$ cat src/rtl/ctrl_pkg.sv
// Shared encodings for the multi-cycle control unit: opcodes, ALU codes,
// datapath mux selects, FSM states and opcode classes.
package ctrl_pkg;

    localparam logic [3:0] OP_ADD  = 4'h0;
    localparam logic [3:0] OP_SUB  = 4'h1;
    localparam logic [3:0] OP_AND  = 4'h2;
    localparam logic [3:0] OP_OR   = 4'h3;
    localparam logic [3:0] OP_XOR  = 4'h4;
    localparam logic [3:0] OP_SLT  = 4'h5;
    localparam logic [3:0] OP_ADDI = 4'h6;
    localparam logic [3:0] OP_LW   = 4'h7;
    localparam logic [3:0] OP_SW   = 4'h8;
    localparam logic [3:0] OP_BEQ  = 4'h9;
    localparam logic [3:0] OP_BNE  = 4'hA;
    localparam logic [3:0] OP_J    = 4'hB;
    localparam logic [3:0] OP_CMP  = 4'hC;
    localparam logic [3:0] OP_HALT = 4'hF;

    localparam logic [2:0] ALU_ADD = 3'd0;
    localparam logic [2:0] ALU_SUB = 3'd1;
    localparam logic [2:0] ALU_AND = 3'd2;
    localparam logic [2:0] ALU_OR  = 3'd3;
    localparam logic [2:0] ALU_XOR = 3'd4;
    localparam logic [2:0] ALU_SLT = 3'd5;

    localparam logic [1:0] PCSRC_ALU    = 2'd0;
    localparam logic [1:0] PCSRC_ALUOUT = 2'd1;
    localparam logic [1:0] PCSRC_JUMP   = 2'd2;

    localparam logic [1:0] SRCB_REG = 2'd0;
    localparam logic [1:0] SRCB_ONE = 2'd1;
    localparam logic [1:0] SRCB_IMM = 2'd2;

    typedef enum logic [2:0] {
        ST_INIT,
        ST_FETCH,
        ST_DECODE,
        ST_EXEC,
        ST_MEM,
        ST_WB,
        ST_HALT
    } state_e;

    typedef enum logic [3:0] {
        CL_RTYPE,
        CL_ADDI,
        CL_LOAD,
        CL_STORE,
        CL_BRANCH,
        CL_JUMP,
        CL_CMP,
        CL_HALT,
        CL_ILLEGAL
    } opclass_e;

endpackage

$ cat src/rtl/ctrl_opclass.sv
// Opcode classifier: maps the IR opcode to an instruction class and the
// ALU operation used in the EXEC state (zero-extended to ALUCW).
module ctrl_opclass
    import ctrl_pkg::*;
#(
    parameter int OPW   = 4,
    parameter int ALUCW = 3
) (
    input  logic [OPW-1:0]   op,
    output opclass_e         op_class,
    output logic [ALUCW-1:0] aluc
);

    logic       hi_bits;
    logic [3:0] lo;
    logic [2:0] code;

    // Classify the opcode; any set bit above bit 3 makes it illegal.
    always_comb begin
        hi_bits  = |(op >> 4);
        lo       = op[3:0];
        op_class = CL_ILLEGAL;
        code     = ALU_ADD;
        if (!hi_bits) begin
            case (lo)
                OP_ADD, OP_SUB, OP_AND, OP_OR, OP_XOR, OP_SLT: begin
                    op_class = CL_RTYPE;
                    code     = lo[2:0];
                end
                OP_ADDI: op_class = CL_ADDI;
                OP_LW:   op_class = CL_LOAD;
                OP_SW:   op_class = CL_STORE;
                OP_BEQ, OP_BNE: begin
                    op_class = CL_BRANCH;
                    code     = ALU_SUB;
                end
                OP_J:    op_class = CL_JUMP;
                OP_CMP: begin
                    op_class = CL_CMP;
                    code     = ALU_SUB;
                end
                OP_HALT: op_class = CL_HALT;
                default: op_class = CL_ILLEGAL;
            endcase
        end
        aluc = ALUCW'(code);
    end

endmodule

$ cat src/rtl/multicycle_ctrlunit.sv
// Multi-cycle control unit: sequences FETCH/DECODE/EXEC/MEM/WB with a
// req/ready memory handshake and counts retired instructions.
module multicycle_ctrlunit
    import ctrl_pkg::*;
#(
    parameter int OPW   = 4,
    parameter int ALUCW = 3,
    parameter int CNTW  = 16
) (
    input  logic             CLK,
    input  logic             RST_N,
    input  logic [OPW-1:0]   OP,
    input  logic             ZERO,
    input  logic             MEM_RDY,
    output logic             MEM_REQ,
    output logic             WRITEMEM,
    output logic             IORD,
    output logic             IRWRITE,
    output logic             PCWRITE,
    output logic [1:0]       PCSRC,
    output logic             ALUSRCA,
    output logic [1:0]       ALUSRCB,
    output logic [ALUCW-1:0] ALUC,
    output logic             WRITEREG,
    output logic             MEMTOREG,
    output logic             REGDES,
    output logic             WRFLAG,
    output logic             HALTED,
    output logic             ILLEGAL,
    output logic [CNTW-1:0]  RETIRED
);

    state_e           state_q, state_d;
    logic [CNTW-1:0]  retired_q, retired_d;
    logic             retire;
    opclass_e         op_class;
    logic [ALUCW-1:0] exec_aluc;
    logic             taken;

    ctrl_opclass #(
        .OPW   (OPW),
        .ALUCW (ALUCW)
    ) u_opclass (
        .op       (OP),
        .op_class (op_class),
        .aluc     (exec_aluc)
    );

    // State and retire counter registers.
    always_ff @(posedge CLK or negedge RST_N) begin
        if (!RST_N) begin
            state_q   <= ST_INIT;
            retired_q <= '0;
        end else begin
            state_q   <= state_d;
            retired_q <= retired_d;
        end
    end

    // Next-state and combinational datapath strobes.
    always_comb begin
        state_d  = state_q;
        retire   = 1'b0;
        MEM_REQ  = 1'b0;
        WRITEMEM = 1'b0;
        IORD     = 1'b0;
        IRWRITE  = 1'b0;
        PCWRITE  = 1'b0;
        PCSRC    = PCSRC_ALU;
        ALUSRCA  = 1'b0;
        ALUSRCB  = SRCB_REG;
        ALUC     = '0;
        WRITEREG = 1'b0;
        MEMTOREG = 1'b0;
        REGDES   = 1'b0;
        WRFLAG   = 1'b0;
        HALTED   = 1'b0;
        ILLEGAL  = 1'b0;
        taken    = ZERO;
        if (OP[3:0] == OP_BNE) taken = ~ZERO;

        case (state_q)
            ST_INIT: state_d = ST_FETCH;
            ST_FETCH: begin
                MEM_REQ = 1'b1;
                if (MEM_RDY) begin
                    IRWRITE = 1'b1;
                    PCWRITE = 1'b1;
                    ALUSRCB = SRCB_ONE;
                    state_d = ST_DECODE;
                end
            end
            ST_DECODE: begin
                ALUSRCB = SRCB_IMM;
                case (op_class)
                    CL_HALT: state_d = ST_HALT;
                    CL_JUMP: begin
                        PCWRITE = 1'b1;
                        PCSRC   = PCSRC_JUMP;
                        retire  = 1'b1;
                        state_d = ST_FETCH;
                    end
                    CL_ILLEGAL: begin
                        ILLEGAL = 1'b1;
                        retire  = 1'b1;
                        state_d = ST_FETCH;
                    end
                    default: state_d = ST_EXEC;
                endcase
            end
            ST_EXEC: begin
                ALUSRCA = 1'b1;
                ALUC    = exec_aluc;
                case (op_class)
                    CL_RTYPE: state_d = ST_WB;
                    CL_ADDI: begin
                        ALUSRCB = SRCB_IMM;
                        state_d = ST_WB;
                    end
                    CL_LOAD, CL_STORE: begin
                        ALUSRCB = SRCB_IMM;
                        state_d = ST_MEM;
                    end
                    CL_BRANCH: begin
                        if (taken) begin
                            PCWRITE = 1'b1;
                            PCSRC   = PCSRC_ALUOUT;
                        end
                        retire  = 1'b1;
                        state_d = ST_FETCH;
                    end
                    CL_CMP: begin
                        WRFLAG  = 1'b1;
                        retire  = 1'b1;
                        state_d = ST_FETCH;
                    end
                    default: state_d = ST_FETCH;
                endcase
            end
            ST_MEM: begin
                MEM_REQ  = 1'b1;
                IORD     = 1'b1;
                WRITEMEM = (op_class == CL_STORE);
                if (MEM_RDY) begin
                    if (op_class == CL_STORE) begin
                        retire  = 1'b1;
                        state_d = ST_FETCH;
                    end else begin
                        state_d = ST_WB;
                    end
                end
            end
            ST_WB: begin
                WRITEREG = 1'b1;
                REGDES   = (op_class == CL_RTYPE);
                MEMTOREG = (op_class == CL_LOAD);
                retire   = 1'b1;
                state_d  = ST_FETCH;
            end
            ST_HALT: HALTED = 1'b1;
            default: state_d = ST_INIT;
        endcase

        retired_d = retired_q + CNTW'(retire);
    end

    assign RETIRED = retired_q;

endmodule

$ cat config.mk
export PLATFORM = sky130hd
export DESIGN_NAME = multicycle_ctrlunit
export DESIGN_NICKNAME = d
export VERILOG_FILES = /design/src/rtl/ctrl_pkg.sv /design/src/rtl/ctrl_opclass.sv /design/src/rtl/multicycle_ctrlunit.sv
export SDC_FILE = /design/constraint.sdc
export NUM_CORES = 1
export LEC_CHECK = 0
export CORE_UTILIZATION = 56
export DETAILED_ROUTE_END_ITERATION = 7
export DONT_BUFFER_PORTS = 1
export PLACE_DENSITY = 0.74
export SLEW_MARGIN = 20
export SYNTH_ARGS = -nofsm -noshare
export SYNTH_HDL_FRONTEND = slang
export SYNTH_SLANG_ARGS = --single-unit
export TNS_END_PERCENT = 1
$ cat constraint.sdc
create_clock -name CLK -period 2.11 [get_ports CLK]
set_input_delay 0.422 -clock CLK [delete_from_list [all_inputs] [get_ports CLK]]
set_output_delay 0.422 -clock CLK [all_outputs]
set_load 0.02 [all_outputs]
# --- Word level (Yosys, flattened, before mapping) ---
# Cells that the tools add are included.
word_totals:
  inputBits: 8
  ram_bits: 0
  elab_cells: 88
  mem_bits_ro: 0
  latch_bits: 0
  n_memories: 0
  register_bits: 19
op_classes:
  eq_ne: 29
  multipliers: 0
  muxes: 40
  n_reduce_logical: 14
  div_mod_pow: 0
  n_bitwise: 2
  n_addsub: 1
  shift: 0
  n_lt_le_gt_ge: 0
op_table:
  columns: ["operator", "count"]
  rows:
  - ["4-bit by 3-bit == test with 1-bit output (second input constant)", 8]
  - ["4-bit one-hot mux with 8 select lines", 1]
  - ["4-bit == test (second input constant)", 7]
  - ["1-bit 2-to-1 mux", 25]
  - ["3-bit one-hot mux with 2 select lines", 3]
  - ["3-bit one-hot mux with 6 select lines", 1]
  - ["16-bit by 1-bit adder with 16-bit output", 1]
  - ["4-bit by 2-bit == test with 1-bit output (second input constant)", 4]
  - ["2-bit OR reduction", 7]
  - ["3-bit 2-to-1 mux", 4]
  - ["3-bit == test (second input constant)", 3]
  - ["4-bit by 1-bit == test with 1-bit output (second input constant)", 2]
  - ["4-bit logical NOT", 2]
  - ["3-bit by 2-bit == test with 1-bit output (second input constant)", 2]
  - ["2-bit one-hot mux with 3 select lines", 1]
  - ["3-bit OR reduction", 2]
  - ["6-bit OR reduction", 1]
  - ["2-bit 2-to-1 mux", 2]
  - ["2-bit inequality test (second input constant)", 2]
  - ["1-bit one-hot mux with 4 select lines", 1]
  - ["2-bit one-hot mux with 2 select lines", 1]
  - ["3-bit by 1-bit == test with 1-bit output (second input constant)", 1]
  - ["3-bit logical NOT", 1]
  - ["1-bit one-hot mux with 3 select lines", 1]
  - ["other kinds (2)", 3]

# --- Longest topological paths before layout ---
logic_depth:
  ltp_word: 8
  mapped_depth: 11
  ltp_nobuf: 10

# --- By module ---
# Synthesis repeated with hierarchy kept, for this count alone.
unflattened:
  cells_unflattened: 145
  hier_area_um2: 1367.6
modules_own_cells:
  columns: ["mod", "cells_each", "seq_area_each_um2", "instances", "area_each_um2"]
  rows:
  - ["multicycle_ctrlunit", 123, 475.5, 1, 1166.1]
  - ["ctrl_opclass", 22, 0.0, 1, 201.4]

# --- Least setup slack after synthesis ---
# No wires, ideal clock.
synth_timing:
  kind: "in2reg"
  from: "input OP[2]"
  to: "register retired_q[15], in the netlist RETIRED[15]"
  path_buffers: 1
  path_slack_ps: -603
  arrival_ps: 2585
  path_stages: 10
  setup_time_ps: 128
  cell_sequence: "buf_2 -> nand2_1 -> nor4_1 -> a2111oi_0 -> nand2_1 -> ha_1 -> and3_1 -> and4_1 -> nand4_1 -> xnor2_1"
synth_via:
  elab_chain_len: 8
  word_cells_on_any_way: 30
synth_lines:
  columns: ["element", "line", "rtl"]
  rows:
  - ["from (decl)", "multicycle_ctrlunit.sv:12", "input logic [OPW-1:0] OP,"]
  - ["4-bit by 1-bit == test with 1-bit output, or another cell as far along", "ctrl_opclass.sv:25", "case (lo)"]
  - ["6-bit OR reduction / 2-bit OR reduction (equally long branches)", "ctrl_opclass.sv:25", null]
  - ["4-bit one-hot mux with 8 select lines *", "ctrl_opclass.sv:25", null]
  - ["4-bit by 2-bit == test with 1-bit output, or another cell as far along", "multicycle_ctrlunit.sv:145", "if (op_class == CL_STORE) begin"]
  - ["1-bit 2-to-1 mux / 2-bit OR reduction (equally long branches)", null, null]
  - ["1-bit 2-to-1 mux, on equally long branches", "multicycle_ctrlunit.sv:144, multicycle_ctrlunit.sv:95, multicycle_ctrlunit.sv:114", null]
  - ["1-bit one-hot mux with 4 select lines *", "multicycle_ctrlunit.sv:82", "case (state_q)"]
  - ["16-bit by 1-bit adder with 16-bit output *", "multicycle_ctrlunit.sv:164", "retired_d = retired_q + CNTW'(retire);"]
  - ["named net retired_d[15]", "multicycle_ctrlunit.sv:34", "logic [CNTW-1:0] retired_q, retired_d;"]
  - ["to (signal assigned)", "multicycle_ctrlunit.sv:56", "retired_q <= retired_d;"]
  - ["to (decl)", "multicycle_ctrlunit.sv:34", null]
# Mark *: on every way through the listed nets, which the timed path passes. The rest lies on a longest branch.
# A chain may end at the register's enable or synchronous reset.

# --- Final worst setup path ---
layout_timing:
  from: "register state_q[2]"
  to: "register retired_q[15], in the netlist RETIRED[15]"
layout_via:
  elab_chain_len: 3
  word_cells_on_any_way: 6
layout_lines:
  columns: ["element", "line", "rtl"]
  rows:
  - ["from (decl)", "multicycle_ctrlunit.sv:33", "state_e state_q, state_d;"]
  - ["from (signal assigned)", "multicycle_ctrlunit.sv:55", "state_q <= state_d;"]
  - ["3-bit == test / 3-bit by 2-bit == test with 1-bit output (equally long branches)", "multicycle_ctrlunit.sv:82", null]
  - ["1-bit one-hot mux with 4 select lines *", "multicycle_ctrlunit.sv:82", null]
  - ["16-bit by 1-bit adder with 16-bit output *", "multicycle_ctrlunit.sv:164", null]
  - ["named net retired_d[15]", "multicycle_ctrlunit.sv:34", null]
# Marks and branches as above.

==> impl_metrics.tcl <==
set metrics [dict create \
    fin_worst_skew_ns 0.0170 \
    grt_pass1_wl_um 5330 \
    synth_ff_type "dfrtp_1" \
    wl_um 3780 \
    diodes 0 \
    finalHoldViolCount 0 \
    wire_per_inst_um 19.4 \
    fin_cells 195 \
    start_kind "flop" \
    cts_buffers 3 \
    routed_via_density 6.14 \
    num_vias 1198 \
    die_h_um 49.1 \
    gp_congestion 0.856 \
    syn-num-nets 143 \
    layout-drive-gt1-share 0.429 \
    place_ws_ns -0.182 \
    dp_hpwl_um 2170 \
    drt-initial-drc-count 21 \
    clk_latency_ns 0.32 \
    grtUsageTotal 0.290 \
    power_density_mw_per_mm2 993 \
    drtPass1Iterations 4 \
    clock_path_buffers 2 \
    pwr-share-comb 0.561 \
    row_count 16 \
    crit_path_max_fanout 5 \
    synth.yosys.seq_area_share 0.383 \
    syn_area_mm2 0.00124 \
    p_int_uw 955 \
    detail-route-antenna-nets 0 \
    grt-ovfl-total 0 \
    crit_type "reg2reg" \
    grt_pass1_vias 1103 \
    antenna_found_initial 0 \
    port-buffer-count 0 \
    coreArea_mm2 0.00202 \
    ir_drop_mv 0.778 \
    numClockSinks 19 \
    drv_slew 0 \
    p_sw_uw 767 \
    synth_cell_types 41 \
    cp_data_arrival_time_ns 2.44 \
    drc 0 \
    syn_to_final_growth_pct 39.7 \
    max_freq_ghz 0.448 \
    status "finished with violations" \
    violations "negative setup slack" \
    maxCapViolations 0 \
    die_area_mm2 0.00241 \
    fin_tns_setup_ns -0.911 \
    clk_pin_slew_ns 0.12 \
    grt_max_degree 20 \
    async_flop_share 1.00 \
    p_leak_nw 0.796 \
    clkPwrFrac 0.112 \
    mostFrequentLayoutCells "buf_4 (33), dfrtp_1 (19), xnor2_1 (12)" \
    synth_area_per_cell_um2 9.33 \
    p_seq_frac 0.327 \
    netlist_instances 133 \
    dieWidth_um 49.1 \
    fin_hold_ws_ns 0.310 \
    dp_cells 182 \
    yosysWarnings 0 \
    fin_crit_ns 2.23 \
    cts-root-buf "clkbuf_4" \
    ys_seq_elements 19 \
    initial_core_util 0.614 \
    switching_share 0.446 \
    htree_levels 1 \
    slew_headroom 0.431 \
    total_power_mw 1.72 \
    fin_nets 179 \
    hp-class "in2reg" \
    final_cell_area_mm2 0.00173 \
    fin_ws_ns -0.120 \
    worst_slew_pin_slew_ns 0.851 \
    setup_viol 17 \
    io_pins 43 \
    final_common_cell "buf_4" \
    utilization 0.858 \
    place_area_mm2 0.00150 \
    fin_crit_sh 1.06 \
    synth_edf_count 0 \
    end_kind "flop" \
    cts_tree "done" \
    rsz0062_at_grt "true" \
    required_ns 2.32 \
]
==> logic make-up after synthesis <==
group	after synthesis	synth area share
adders and majority gates	2	0.0202
and+or+nand+nor	64	0.309
AOI/OAI and AO/OA	18	0.107
DFF	19	0.383
buffers and inverters	12	0.0534
xor gates and xnor gates	18	0.127
==> synth_stat cells (3+ instances only) <==
library cell / number / share of area
nand2_1: 10 / 0.030
inv_1: 3 / 0.0091
nor4_1: 5 / 0.025
nand4_1: 3 / 0.015
and4_1: 3 / 0.021
dfrtp_1: 19 / 0.38
xnor2_1: 12 / 0.085
nand2b_1: 6 / 0.030
xor2_1: 6 / 0.042
nand3_1: 7 / 0.028
nor2_1: 6 / 0.018
buf_2: 5 / 0.020
a21oi_1: 5 / 0.020
nor3_1: 5 / 0.020
and3_1: 4 / 0.020
o21ai_0: 4 / 0.016
==> cell type report <==
cell class	count	area [µm²]
Multi-Input combinational cell	102	860
Fill cell	103	288
Timing Repair Buffer	39	323
Clock inverter	1	5.00
Sequential cell	19	475
Tap cell	27	33.8
Inverter	4	15.0
Clock buffer	3	22.5
==> sequential cells by signal, indices dropped and copies added (netlist names) <==
| name | count |
|---|---|
| RETIRED | 16 |
| state_q | 3 |
==> worst paths after layout <==
| kind | startpoint | end | slack [ns] | depth (start not counted) |
|---|---|---|---|---|
| max | state_q[2]$_DFFE_PN0P_ | RETIRED[15]$_DFF_PN0_ | -0.12 | 9 |
| max reg2reg | state_q[2]$_DFFE_PN0P_ | RETIRED[15]$_DFF_PN0_ | -0.12 | 9 |
| min reg2reg | RETIRED[15]$_DFF_PN0_ | RETIRED[15]$_DFF_PN0_ | 0.62 | 1 |
| min | MEM_RDY | state_q[0]$_DFFE_PN0P_ | 0.31 | 1 |
| min in group asynchronous | RST_N | RETIRED[14]$_DFF_PN0_ | 0.64 | 1 |
| max in group asynchronous | RST_N | RETIRED[5]$_DFF_PN0_ | 0.93 | 1 |
==> per-layer routing <==
layer | up-vias | track usage | wire length (µm)
met1 | 595 | 0.370 | 1620
met4 | 0 | 0.0294 | 84
met3 | 8 | 0.0966 | 229
met2 | 47 | 0.489 | 1840
met5 | - | 0 | 0
li1 | 548 | - | -
==> power groups by stage <==
stage,Sequential (mW),Clock [mW],Combinational (mW)
floorplan,0.545,0,0.510
global placement,0.558,0,0.696
detailed placement,0.562,0,0.710
CTS,0.555,0.185,0.859
global route,0.573,0.207,1.01
finish,0.564,0.193,0.965
==> timing repair <==
action | CTS | global route
endpoints found under the hold margin | 19 | 0
gates resized for setup | 12 | 13
pin swaps | 4 | 7
setup buffers | 5 | 3
hold buffers | 1 | 0
endpoints found under the setup margin | 14 | 21
==> worst max-delay path: stages, from the launching register on <==
cell and delay [ns]:
dfrtp_1 0.46, nand2b_4 0.21, nor4_4 0.36, a2111oi_4 0.08, nand2_1 0.11, ha_2 0.19
and3_1 0.16, and4_4 0.24, nand4_1 0.14, xnor2_1 0.18
(Power assumes the default switching activity.)
